==> src/rtl/cdda_pkg.sv <==
// Shared definitions for the CDDA sector streamer.
//   SECTOR_BYTES          default raw CDDA sector size in bytes (even, < 4096)
//   CDDA_WORDS_PER_SECTOR 16-bit FIFO words produced per full sector
//   BCNT_W                width of the per-sector byte counter
//   state_e               streamer FSM states
package cdda_pkg;

  localparam int SECTOR_BYTES          = 2352;
  localparam int CDDA_WORDS_PER_SECTOR = SECTOR_BYTES / 2;
  localparam int BCNT_W                = 12;

  typedef enum logic [2:0] {
    ST_IDLE     = 3'd0,
    ST_WAIT_REQ = 3'd1,
    ST_REQ      = 3'd2,
    ST_XFER     = 3'd3,
    ST_NEXT     = 3'd4,
    ST_DRAIN    = 3'd5
  } state_e;

endpackage

==> src/rtl/cdda_word_packer.sv <==
// Packs a byte stream into 16-bit words and presents them to the CDDA FIFO.
// The first byte of each pair lands in [15:8], the second in [7:0].
// Ports:
//   clk_sys, reset  system clock, synchronous active-high reset
//   clk_en_i        FIFO write qualifier; a pending word retires on a cycle
//                   where it is high
//   clear_i         drop any half-assembled word (byte phase back to even)
//   enable_i        accept bytes; low while bytes are being discarded
//   byte_wr_i       byte strobe
//   byte_i          byte data
//   wr_o            word valid towards the FIFO
//   word_o          word data, stable while wr_o is high
//   ovf_o           a word completed while the previous one was still pending
module cdda_word_packer
  import cdda_pkg::*;
(
  input  logic        clk_sys,
  input  logic        reset,
  input  logic        clk_en_i,
  input  logic        clear_i,
  input  logic        enable_i,
  input  logic        byte_wr_i,
  input  logic [7:0]  byte_i,
  output logic        wr_o,
  output logic [15:0] word_o,
  output logic        ovf_o
);

  logic        phase_q, phase_d;
  logic [7:0]  hi_q, hi_d;
  logic        pend_q, pend_d;
  logic [15:0] word_q, word_d;
  logic        take;

  always_comb begin
    take    = byte_wr_i & enable_i;
    phase_d = phase_q;
    hi_d    = hi_q;
    word_d  = word_q;
    pend_d  = pend_q;

    // The FIFO samples the word on this cycle, so it is gone next cycle.
    if (pend_q && clk_en_i) pend_d = 1'b0;

    if (clear_i) begin
      phase_d = 1'b0;
    end else if (take) begin
      if (!phase_q) begin
        hi_d    = byte_i;
        phase_d = 1'b1;
      end else begin
        word_d  = {hi_q, byte_i};
        pend_d  = 1'b1;
        phase_d = 1'b0;
      end
    end

    // Overwriting a word that the FIFO has not yet taken loses it; a word
    // retiring in this very cycle is not lost.
    ovf_o = take & phase_q & ~clear_i & pend_q & ~clk_en_i;
  end

  always_ff @(posedge clk_sys) begin
    if (reset) begin
      phase_q <= 1'b0;
      hi_q    <= '0;
      pend_q  <= 1'b0;
      word_q  <= '0;
    end else begin
      phase_q <= phase_d;
      hi_q    <= hi_d;
      pend_q  <= pend_d;
      word_q  <= word_d;
    end
  end

  assign wr_o   = pend_q;
  assign word_o = word_q;

endmodule

==> src/rtl/cdda_sector_streamer.sv <==
// Steps through an inclusive LBA range, requests each raw CDDA sector from
// the host byte interface and streams it as 16-bit words into the CDDA FIFO.
// Ports:
//   clk_sys, reset          system clock, synchronous active-high reset
//   clk_en                  FIFO write qualifier
//   cmd_play, cmd_stop      one-cycle command pulses (stop wins when both)
//   start_lba, end_lba      range, sampled on an accepted cmd_play
//   playing, done           status; done pulses once after the last sector
//   cur_lba                 sector currently requested or in transfer
//   err_short, err_ovf      sticky error flags, cleared by cmd_play
//   sd_rd, sd_lba           sector read request towards the host
//   sd_ack, sd_buff_wr,
//   sd_buff_dout            host transfer window and byte stream
//   hdd_cdda_req            FIFO has room for a whole sector
//   hdd_cdda_wr,
//   hdd_data_out            word handshake towards the FIFO
module cdda_sector_streamer
  import cdda_pkg::*;
#(
  parameter int SECTOR_BYTES = cdda_pkg::SECTOR_BYTES,
  parameter int LBA_W        = 24
) (
  input  logic             clk_sys,
  input  logic             reset,
  input  logic             clk_en,
  input  logic             cmd_play,
  input  logic             cmd_stop,
  input  logic [LBA_W-1:0] start_lba,
  input  logic [LBA_W-1:0] end_lba,
  output logic             playing,
  output logic             done,
  output logic [LBA_W-1:0] cur_lba,
  output logic             err_short,
  output logic             err_ovf,
  output logic             sd_rd,
  output logic [LBA_W-1:0] sd_lba,
  input  logic             sd_ack,
  input  logic             sd_buff_wr,
  input  logic [7:0]       sd_buff_dout,
  input  logic             hdd_cdda_req,
  output logic             hdd_cdda_wr,
  output logic [15:0]      hdd_data_out
);

  localparam logic [BCNT_W-1:0] LAST_BYTE = BCNT_W'(SECTOR_BYTES - 1);

  state_e             state_q, state_d;
  logic [LBA_W-1:0]   cur_lba_q, cur_lba_d;
  logic [LBA_W-1:0]   end_lba_q, end_lba_d;
  logic [LBA_W-1:0]   nxt_lba_q, nxt_lba_d;
  logic               restart_q, restart_d;
  logic [BCNT_W-1:0]  bcnt_q, bcnt_d;
  logic               full_q, full_d;
  logic               playing_q, playing_d;
  logic               err_short_q, err_short_d;
  logic               err_ovf_q, err_ovf_d;
  logic               sd_rd_q;

  logic               play_ok;
  logic               abort;
  logic               load;
  logic               byte_last;
  logic               full_now;
  logic               done_c;
  logic               pk_clear;
  logic               pk_enable;
  logic               pk_ovf;

  // A play with an empty range is ignored; stop overrides a simultaneous play.
  assign play_ok = cmd_play & ~cmd_stop & (start_lba <= end_lba);
  assign abort   = cmd_stop | cmd_play;

  always_comb begin
    state_d     = state_q;
    cur_lba_d   = cur_lba_q;
    end_lba_d   = end_lba_q;
    nxt_lba_d   = nxt_lba_q;
    restart_d   = restart_q;
    bcnt_d      = bcnt_q;
    full_d      = full_q;
    playing_d   = playing_q;
    err_short_d = err_short_q;
    load        = 1'b0;
    done_c      = 1'b0;
    pk_clear    = 1'b0;
    pk_enable   = 1'b0;
    byte_last   = (bcnt_q == LAST_BYTE);
    // The final byte and the fall of sd_ack may arrive in the same cycle.
    full_now    = full_q | (sd_buff_wr & byte_last);

    unique case (state_q)
      ST_IDLE: begin
        if (play_ok) load = 1'b1;
      end

      ST_WAIT_REQ, ST_REQ: begin
        if (abort) begin
          if (play_ok) begin
            load = 1'b1;
          end else begin
            state_d   = ST_IDLE;
            playing_d = 1'b0;
          end
        end else if (state_q == ST_WAIT_REQ) begin
          if (hdd_cdda_req) state_d = ST_REQ;
        end else if (sd_ack) begin
          state_d  = ST_XFER;
          bcnt_d   = '0;
          full_d   = 1'b0;
          pk_clear = 1'b1;
        end
      end

      ST_XFER: begin
        if (abort) begin
          // The host cannot be cut off mid-sector, so the rest is drained;
          // an accepted play restarts once the host releases sd_ack.
          state_d   = ST_DRAIN;
          playing_d = play_ok;
          restart_d = play_ok;
          if (play_ok) begin
            nxt_lba_d = start_lba;
            end_lba_d = end_lba;
          end
        end else begin
          pk_enable = 1'b1;
          if (sd_buff_wr) begin
            bcnt_d = byte_last ? '0 : bcnt_q + 1'b1;
            if (byte_last) full_d = 1'b1;
          end
          if (!sd_ack) begin
            state_d = ST_NEXT;
            if (!full_now) begin
              err_short_d = 1'b1;
              pk_clear    = 1'b1;
            end
          end
        end
      end

      ST_NEXT: begin
        if (abort) begin
          if (play_ok) begin
            load = 1'b1;
          end else begin
            state_d   = ST_IDLE;
            playing_d = 1'b0;
          end
        end else if (cur_lba_q == end_lba_q) begin
          done_c    = 1'b1;
          playing_d = 1'b0;
          state_d   = ST_IDLE;
        end else begin
          cur_lba_d = cur_lba_q + 1'b1;
          state_d   = ST_WAIT_REQ;
        end
      end

      ST_DRAIN: begin
        if (cmd_stop) begin
          restart_d = 1'b0;
          playing_d = 1'b0;
        end else if (cmd_play) begin
          restart_d = play_ok;
          playing_d = play_ok;
          if (play_ok) begin
            nxt_lba_d = start_lba;
            end_lba_d = end_lba;
          end
        end
        if (!sd_ack) begin
          if (restart_d) begin
            state_d   = ST_WAIT_REQ;
            cur_lba_d = nxt_lba_d;
          end else begin
            state_d = ST_IDLE;
          end
          restart_d = 1'b0;
        end
      end

      default: state_d = ST_IDLE;
    endcase

    if (load) begin
      state_d   = ST_WAIT_REQ;
      cur_lba_d = start_lba;
      end_lba_d = end_lba;
      playing_d = 1'b1;
    end

    if (play_ok) err_short_d = 1'b0;
  end

  // Kept apart from the FSM block: pk_ovf depends on pk_enable.
  always_comb begin
    err_ovf_d = err_ovf_q | pk_ovf;
    if (play_ok) err_ovf_d = 1'b0;
  end

  always_ff @(posedge clk_sys) begin
    if (reset) begin
      state_q     <= ST_IDLE;
      cur_lba_q   <= '0;
      end_lba_q   <= '0;
      nxt_lba_q   <= '0;
      restart_q   <= 1'b0;
      bcnt_q      <= '0;
      full_q      <= 1'b0;
      playing_q   <= 1'b0;
      err_short_q <= 1'b0;
      err_ovf_q   <= 1'b0;
      sd_rd_q     <= 1'b0;
    end else begin
      state_q     <= state_d;
      cur_lba_q   <= cur_lba_d;
      end_lba_q   <= end_lba_d;
      nxt_lba_q   <= nxt_lba_d;
      restart_q   <= restart_d;
      bcnt_q      <= bcnt_d;
      full_q      <= full_d;
      playing_q   <= playing_d;
      err_short_q <= err_short_d;
      err_ovf_q   <= err_ovf_d;
      // Registered from the next state so the request tracks REQ exactly.
      sd_rd_q     <= (state_d == ST_REQ);
    end
  end

  cdda_word_packer u_packer (
    .clk_sys   (clk_sys),
    .reset     (reset),
    .clk_en_i  (clk_en),
    .clear_i   (pk_clear),
    .enable_i  (pk_enable),
    .byte_wr_i (sd_buff_wr),
    .byte_i    (sd_buff_dout),
    .wr_o      (hdd_cdda_wr),
    .word_o    (hdd_data_out),
    .ovf_o     (pk_ovf)
  );

  assign playing   = playing_q;
  assign done      = done_c;
  assign cur_lba   = cur_lba_q;
  assign sd_lba    = cur_lba_q;
  assign sd_rd     = sd_rd_q;
  assign err_short = err_short_q;
  assign err_ovf   = err_ovf_q;

endmodule

==> config.mk <==
export PLATFORM = sky130hd
export DESIGN_NAME = cdda_sector_streamer
export DESIGN_NICKNAME = d
export VERILOG_FILES = /design/src/rtl/cdda_pkg.sv /design/src/rtl/cdda_word_packer.sv /design/src/rtl/cdda_sector_streamer.sv
export SDC_FILE = /design/constraint.sdc
export NUM_CORES = 1
export LEC_CHECK = 0
export BUFFER_PORTS_ARGS = -buffer_cell sky130_fd_sc_hd__buf_2
export CAP_MARGIN = 10
export CORE_MARGIN = 2
export CORE_UTILIZATION = 60
export CTS_CLUSTER_DIAMETER = 100
export CTS_CLUSTER_SIZE = 20
export DETAILED_ROUTE_END_ITERATION = 6
export PLACE_DENSITY_LB_ADDON = 0.15
export SETUP_SLACK_MARGIN = 0.3
export SKIP_LAST_GASP = 1
export SLEW_MARGIN = 20
export SYNTH_ARGS = -nofsm -noshare
export SYNTH_HDL_FRONTEND = slang
export SYNTH_SLANG_ARGS = --single-unit
export TNS_END_PERCENT = 1
==> constraint.sdc <==
create_clock -name clk_sys -period 4.8 [get_ports clk_sys]
set_input_delay 0.24 -clock clk_sys [delete_from_list [all_inputs] [get_ports clk_sys]]
set_output_delay 0.24 -clock clk_sys [all_outputs]
set_load 0.01 [all_outputs]
==> flow_summary.toml, run 1 <==
[worst_setup_path]
cp_max_fo = 18
path_delay_family = "compound AO/OA/AOI/OAI gates"
path_class = "reg -> reg"
cp.arrival_ps = 3920
critPathRequiredTime_ps = 5120
crit_buf_inv = 1
cp-startpoint = "cur_lba[2]"
path_cells = "xnor2_1 > nand4_1 > nor4_1 > a211o_1 > inv_1 > o21ai_2 > a2111oi_0 > o21a_1"
cpPeakStageDelay_ps = 730
slowest_stage = "o21ai_2"
reg2reg_depth = 8
r2r-start = "cur_lba[2]"
crit_end = "cur_lba[17]"
cp.depth = 8
cp-start-kind = "flip-flop"
rrSetupSlack_ps = 1200
worstReg2RegEnd = "cur_lba[17]"
critPathCaptureType = "flip-flop"

[routing]
drt-total-wl_mm = 20.0
wl_per_cell_microns = 19.3
drt-pass1-iter-count = 5
via_per_inst = 6.17
drc = 0
drt_iter0_drc = 589
routed-via-count = 6402
antenna_left = 0

[synthesis]
avgSynthCellArea_sq_um = 8.61
async_reset_ff_frac = 0
synth_cells = 792
yosysTopAreaCellShare = 0.349
synth_seq_cells = 119
yosysWarnings = 0
synth_area_leader_cell = "dfxtp_1"
synth_edf_count = 0
synth-seq-area-share = 0.349
synth.most_common_cell = "dfxtp_1"
synth.area.top_cells = "dfxtp_1 (35%), mux2i_1 (11%), nor2_1 (6.0%)"
synth_nets = 882
netlist_area_sq_um = 6820
synthTopCellsByCount = "dfxtp_1 (119), nor2_1 (109), mux2i_1 (72)"
ys_types = 75
synth_ff_type = "dfxtp_1"

[clocking]
clock_latency_ps = 430
ctsHtreeMaxLevel = 4
cts_buffer_depth = 2
cts_made_buffers = 17
post-cts-setup-buffer-count = 0
cts_resized = 0
cts_hold_buf = 0
cts_tree = "yes"
path_clk_slew_ps = 60
clock_sinks = 119
cts_root_buf = "clkbuf_16"

[final_layout]
fillers = 854
fin_nets = 975
drive_above_1_share = 0.219
antennaDiodeCount = 0
fin_area_sq_um = 7920
area_growth_pct = 16.2

[grt]
grt_pass1_wl_mm = 32.1
grt_max_degree = 110
grt_overflow = 0
grt_use_total = 0.328
antenna_found_initial = 1
grt_pass1_vias = 6194

[sta]
hold_viol = 0
grt_setup_unrepaired = "false"
finalCritPeriodShare = 0.749
fin_skew_ps = 7.72
finalCriticalPeriod_ps = 3600
tightest_slew_ps = 831
slew-limit-headroom = 0.446
setup_tns_ps = 0
finalSetupViolations = 0
clock.fmax_ghz = 0.278
drv_slew = 0

[die]
fp-row-count = 38
die_area_sq_um = 12200
initial_utilization = 0.621
ioPinCount = 134
fp.dieW_microns = 111
die_h_microns = 111
fp.coreArea_sq_um = 11000

[placement]
hpwl_mm = 14.1
io_buffers = 133
dpl_cell_area_sq_um = 7310
gp_congestion = 0.969

[run_status]
status = "finished, final reports clean"

[power_and_ir_drop]
power_density_nw_per_um2 = 345
ir_worst_vdd_mv = 0.316
p_leak_nw = 3.38

[job]
cap_viol_max_count = 0

[hold_path]
hp-class = "in -> reg"
layout by cell type, fill, tap and decap left out, drive strengths merged, types with 8 or more instances in the layout:
cell type and count:
buf 140, dfxtp 119, nor2 109, mux2i 72, nand2 52, a21oi 49, inv 34, xnor2 27
nand3 27, ha 26, o21ai 23, nor3 19, nand4 18, clkbuf 18, a211oi 15, o21a 9
a21o 9, and3 8, a22oi 8, xor2 8
registers in the layout, indices dropped and copies added, names as in the netlist:
signal	count
u_packer.word_o	16
u_packer.phase_q	1
u_packer.hi_q	8
err_ovf	1
cur_lba	24
sd_rd	1
restart_q	1
u_packer.wr_o	1
playing	1
nxt_lba_q	24
end_lba_q	24
state_q	3
bcnt_q	12
full_q	1
err_short	1
power by group:
part | switching, mW | internal (mW) | total (mW)
logic | 0.221 | 0.141 | 0.362
clock network | 0.495 | 0.833 | 1.33
registers | 0.0343 | 1.01 | 1.05
total | 0.751 | 1.99 | 2.74
cell families after synthesis:
kind of cell	Yosys count	synth area share
simple gates	271	0.190
compound gates	171	0.185
flops	119	0.349
buf+inv	98	0.0778
mux	72	0.106
xor+xnor	35	0.0449
fa+ha+maj	26	0.0477
layer usage:
layer | global-route usage | routed length [microns]
met1 | 0.424 | 8170
met2 | 0.510 | 9190
met3 | 0.106 | 2120
met4 | 0.124 | 541
met5 | 0 | 0
how the worst min path moves through the flow:
stage	start	to	slack, ps	cells past startpoint
after detailed placement	u_packer.word_o[5]	u_packer.word_o[5]	480	2
after CTS	end_lba[1]	end_lba_q[1]	60	3
final	end_lba[1]	end_lba_q[1]	60	3
after global routing	sd_buff_dout[2]	u_packer.hi_q[2]	80	3
after global placement	u_packer.word_o[1]	u_packer.word_o[1]	470	2
after floorplan	start_lba[4]	nxt_lba_q[4]	380	2
per-stage QoR:
step / instances / setup slack (ps) / hold slack, ps / utilization / total power, mW
floorplan: 792 / 2330 / 379 / - / 1.31
global placement: 1006 / 1220 / 471 / 0.665 / 1.41
detailed placement: 1006 / 1090 / 483 / 0.665 / 1.42
CTS: 1038 / 1370 / 63.8 / 0.721 / 2.73
global route: 1038 / 1030 / 76.5 / 0.721 / 2.82
finish: 1038 / 1200 / 61.3 / 0.721 / 2.74
worst register-to-register path, stage by stage (launching register included):
cell	delay [ps]
dfxtp_1	400
xnor2_1	420
nand4_1	270
nor4_1	360
a211o_1	640
inv_1	260
o21ai_2	730
a2111oi_0	190
o21a_1	220
cell type report:
type	instances	area, sq um	share of cell area
clock inverter	14	175	0.0221
timing repair buffer	140	724	0.0914
clock buffer	18	439	0.0554
multi-input combinational	575	3910	0.493
tap	140	175	0.0221
inverter	32	120	0.0152
sequential	119	2380	0.301
(Power assumes the default switching activity.)
==> inputs of run 2 (changes only) <==
CORE_UTILIZATION = 56   (was 60)
clock period = 3.37 ns   (was 4.8 ns; I/O delays follow)
==> flow_summary.toml, run 2 (same netlist as run 1, synthesis figures left out) <==
[routing]
via_per_inst = 6.02
drt_iter0_drc = 548
antenna_left = 0
drt-total-wl_mm = 20.0
drt-pass1-iter-count = 6
wl_per_cell_microns = 18.5
drc = 0
routed-via-count = 6498

[grt]
grt_overflow = 0
grt_use_total = 0.311
grt_max_degree = 64
grt_pass1_wl_mm = 31.7
antenna_found_initial = 0
grt_pass1_vias = 6222

[sta]
setup_tns_ps = 0
finalSetupViolations = 0
tightest_slew_ps = 711
drv_slew = 0
fin_skew_ps = 6.57
hold_viol = 0
finalCritPeriodShare = 0.912
slew-limit-headroom = 0.521
grt_setup_unrepaired = "true"
clock.fmax_ghz = 0.326
setup_ws_ps = 298
finalCriticalPeriod_ps = 3070

[hold_path]
min_to = "end_lba_q[22]"
min_from = "end_lba[22]"
min_path_cells = 3
hp-class = "in -> reg"

[die]
fp.dieW_microns = 114
ioPinCount = 134
fp-row-count = 40
die_area_sq_um = 13100
initial_utilization = 0.570
die_h_microns = 114
fp.coreArea_sq_um = 12000

[worst_setup_path]
crit_buf_inv = 4
reg2reg_depth = 8
critPathRequiredTime_ps = 3680
cpPeakStageDelay_ps = 560
critPathCaptureType = "flip-flop"
cp-start-kind = "input pin"
worstReg2RegEnd = "u_packer.word_o[6]"
slowest_stage = "nor2_1"
path_class = "in -> reg"
rrSetupSlack_ps = 580
cp-startpoint = "end_lba[9]"
cp_max_fo = 9
path_cells = "dlygate4sd3_1 > buf_2 > inv_1 > ha_1 > a21oi_1 > o21ai_1 > a221o_1 > o21a_1 > nor2_1 > buf_4 > o2111ai_1 > a32o_1"
path_delay_family = "compound AO/OA/AOI/OAI gates"
cp.arrival_ps = 3390
r2r-start = "state_q[1]"

[placement]
hpwl_mm = 14.4
place_ws_ps = 186
dp_cells = 1036
gp_congestion = 0.920
io_buffers = 133

[clocking]
cts_made_buffers = 17
cts_root_buf = "clkbuf_16"
cts_buffer_depth = 2
clock_latency_ps = 420
cts_tree = "yes"
ctsHtreeMaxLevel = 4
clock_sinks = 119
path_clk_slew_ps = 60

[final_layout]
mostFrequentLayoutCells = "buf_2 (132), dfxtp_1 (119), nor2_1 (109)"
fin_nets = 1010
antennaDiodeCount = 0
drive_above_1_share = 0.238
multi_input_area_sq_um = 3910
regArea_sq_um = 2380
finalNonFillerCells = 1080
fillers = 990
area_growth_pct = 20.3
final_common_cell = "buf_2"

[power_and_ir_drop]
p_leak_nw = 3.54
finalPower_mw = 3.90
power_density_nw_per_um2 = 476
ir_worst_vdd_mv = 0.332

[job]
cap_viol_max_count = 0

[run_status]
status = "finished, final reports clean"
-- run 2: cell types whose count changed in the layout (fill, tap and decap cells not counted), sizes merged --
cell and delta:
buf +26, clkinv -1, clkinvlp +1, dlygate4sd3 +9
-- run 2: layer usage --
metal	vias up	global-route usage	part of all wire
met5	-	0	0
met4	0	0.112	0.026
met1	3084	0.420	0.44
met2	281	0.484	0.45
li1	3084	-	-
met3	49	0.0789	0.085
-- run 2: worst max path at each step --
stage	endpoint	slack, ps	cells past startpoint
final	cur_lba[6]	300	12
after global routing	cur_lba[6]	200	12
after CTS	cur_lba[17]	310	12
after detailed placement	cur_lba[17]	190	11
after global placement	cur_lba[17]	190	11
after floorplan	nxt_lba_q[11]	970	12
-- run 2: timing repair --
| action | CTS | global route |
|---|---|---|
| buffers inserted | 0 | 3 |
| setup endpoints to repair | 0 | 19 |
| gates resized for setup | 0 | 0 |
| hold buffers | 9 | 0 |
| hold endpoints to repair | 10 | 0 |
-- run 2: area by class of cell --
cell class / instances / area share
Sequential cell: 119 / 0.290
Tap cell: 147 / 0.0224
Clock buffer: 18 / 0.0523
Multi-Input combinational cell: 575 / 0.476
Clock inverter: 14 / 0.0215
Inverter: 32 / 0.0146
Timing Repair Buffer: 175 / 0.123
-- run 2: power breakdown --
group          total [mW]  internal (mW)  switching (mW)
logic               0.551          0.227           0.325
clock network        1.87           1.17           0.699
registers            1.49           1.44          0.0428
-- run 2: stage by stage --
step                hold slack (ps)  instance area, sq um  utilization
finish                         5.16                  8210        0.686
CTS                            1.76                  8180        0.684
floorplan                       307                  6820            -
global route                   21.0                  8210        0.686
global placement                415                  7490        0.626
detailed placement              430                  7490        0.626
-- run 2: worst min-delay path, stage by stage --
cell and delay (ps):
buf_2 90, mux2i_1 60, nor2_1 70
==> inputs of run 3 (changes only) <==
CORE_ASPECT_RATIO = 1.75   (was default)
==> flow_summary.toml, run 3 (same netlist as run 1, synthesis figures left out) <==
[power_and_ir_drop]
internal_power_mw = 2.65
p_clk_frac = 0.464
seq_power_share = 0.395
power_density_nw_per_um2 = 468
p_comb_frac = 0.141
p_leak_nw = 3.48
switching_share = 0.297
ir_worst_vdd_mv = 0.360
switchingPower_mw = 1.12

[run_status]
status = "finished, final reports clean"

[worst_setup_path]
rrSetupSlack_ps = 490
crit_end = "u_packer.word_o[12]"
cp.arrival_ps = 3160
critPathCaptureType = "flip-flop"
worstReg2RegEnd = "u_packer.word_o[12]"
cp-start-kind = "flip-flop"
critPathRequiredTime_ps = 3650
cp-startpoint = "state_q[1]"
reg2reg_depth = 8
r2r-start = "state_q[1]"
path_class = "reg -> reg"
cp_max_fo = 18

[grt]
grt_pass1_wl_mm = 32.2
antenna_found_initial = 0
grt_max_degree = 64
grt_use_total = 0.320
grt_overflow = 0
grt_pass1_vias = 6269

[clocking]
cts_buffer_depth = 2
cts_tree = "yes"
clock_latency_ps = 420
cts_root_buf = "clkbuf_16"
cts_made_buffers = 17
ctsHtreeMaxLevel = 4
clock_sinks = 119
path_clk_slew_ps = 60

[sta]
tightest_slew_ps = 734
setup_tns_ps = 0
slew-limit-headroom = 0.511
clock.fmax_ghz = 0.348
finalCritPeriodShare = 0.853
drv_slew = 0
fin_skew_ps = 9.58
finalSetupViolations = 0
finalCriticalPeriod_ps = 2880
hold_viol = 0
grt_setup_unrepaired = "false"

[hold_path]
hp-class = "in -> reg"
min_path_cells = 3

[job]
cap_viol_max_count = 0

[die]
die_area_sq_um = 13100
die_h_microns = 150
fp.coreArea_sq_um = 11900
ioPinCount = 134
fp-row-count = 53
fp.dieW_microns = 87.4
initial_utilization = 0.571

[final_layout]
fin_nets = 999
antennaDiodeCount = 0
mostFrequentLayoutCells = "buf_2 (132), dfxtp_1 (119), nor2_1 (109)"
area_growth_pct = 18.4
final_common_cell = "buf_2"
finalNonFillerCells = 1059
drive_above_1_share = 0.233
fin_area_sq_um = 8070

[placement]
io_buffers = 133
dpl_cell_area_sq_um = 7440
dp_cells = 1021
gp_congestion = 0.988
hpwl_mm = 15.4

[routing]
wl_met2_mm = 10.9
antenna_left = 0
drt-pass1-iter-count = 5
drt-total-wl_mm = 20.9
drt_iter0_drc = 441
routed-via-count = 6566
highest_layer = "met4"
via_per_inst = 6.20
drc = 0
wl_per_cell_microns = 19.7
wl_met1_mm = 7.44
route.met3.wl_mm = 1.23
[run 3: cell types whose count changed in the layout (fill, tap and decap cells not counted), sizes merged]
| cell | delta |
|---|---|
| inv | +9 |
| clkinv | -5 |
| dlygate4sd3 | -3 |
| bufinv | -3 |
| clkinvlp | -1 |
| buf | -8 |
[run 3: worst max-delay path, cell delays in order (launching register included)]
cell      delay [ps]
dfxtp_1          620
nor2b_1          370
nand2_1          200
a2111o_1         410
o21ai_1          220
nor2_1            90
nand2_2          490
mux2i_1          270
nor2_1            70
[run 3: through the flow]
stage          utilization  power (mW)  hold WS (ps)  setup WS [ps]
2_1_floorplan            -        1.86           307            971
3_3_place_gp         0.623        2.03           414            111
3_5_place_dp         0.623        2.04           427           86.8
4_1_cts              0.676        3.78          2.86            504
5_1_grt              0.676        3.90          18.2            319
6_report             0.676        3.78          3.51            495
[run 3: worst min-delay path by stage]
stage,slack [ps],startpoint,end
final,4,end_lba[10],end_lba_q[10]
after global placement,410,sd_buff_dout[6],u_packer.word_o[6]
after detailed placement,430,end_lba[20],end_lba_q[20]
after floorplan,310,start_lba[4],nxt_lba_q[4]
after CTS,3,end_lba[1],end_lba_q[1]
after global routing,20,end_lba[21],end_lba_q[21]
[run 3: area by class of cell]
class                   count  area [sq um]
multi-input cells         575          3920
fillers                   981          3860
flip-flops and latches    119          2380
repair buffers            164           916
clock buffers              18           439
well taps                 137           171
clock inverters            14           129
inverters                  32           120
[run 3: power groups by stage]
stage	sequential (mW)	combinational (mW)	clock, mW
finish	1.49	0.532	1.75
global route	1.50	0.573	1.83
CTS	1.49	0.524	1.76
detailed placement	1.52	0.516	0
global placement	1.52	0.508	0
floorplan	1.51	0.349	0
[run 3: layer usage]
metal,global-route usage,vias up
met1,0.346,3123
met3,0.0557,76
met4,0.204,0
li1,-,3065
met5,0,-
met2,0.560,302
[run 3: what timing repair did]
| item | 4_1_cts | 5_1_grt |
|---|---|---|
| endpoints found under the hold margin | 6 | 0 |
| endpoints found under the setup margin | 0 | 9 |
| hold buffers | 6 | 0 |
| buffers inserted | 0 | 0 |
| gates resized for setup | 0 | 1 |
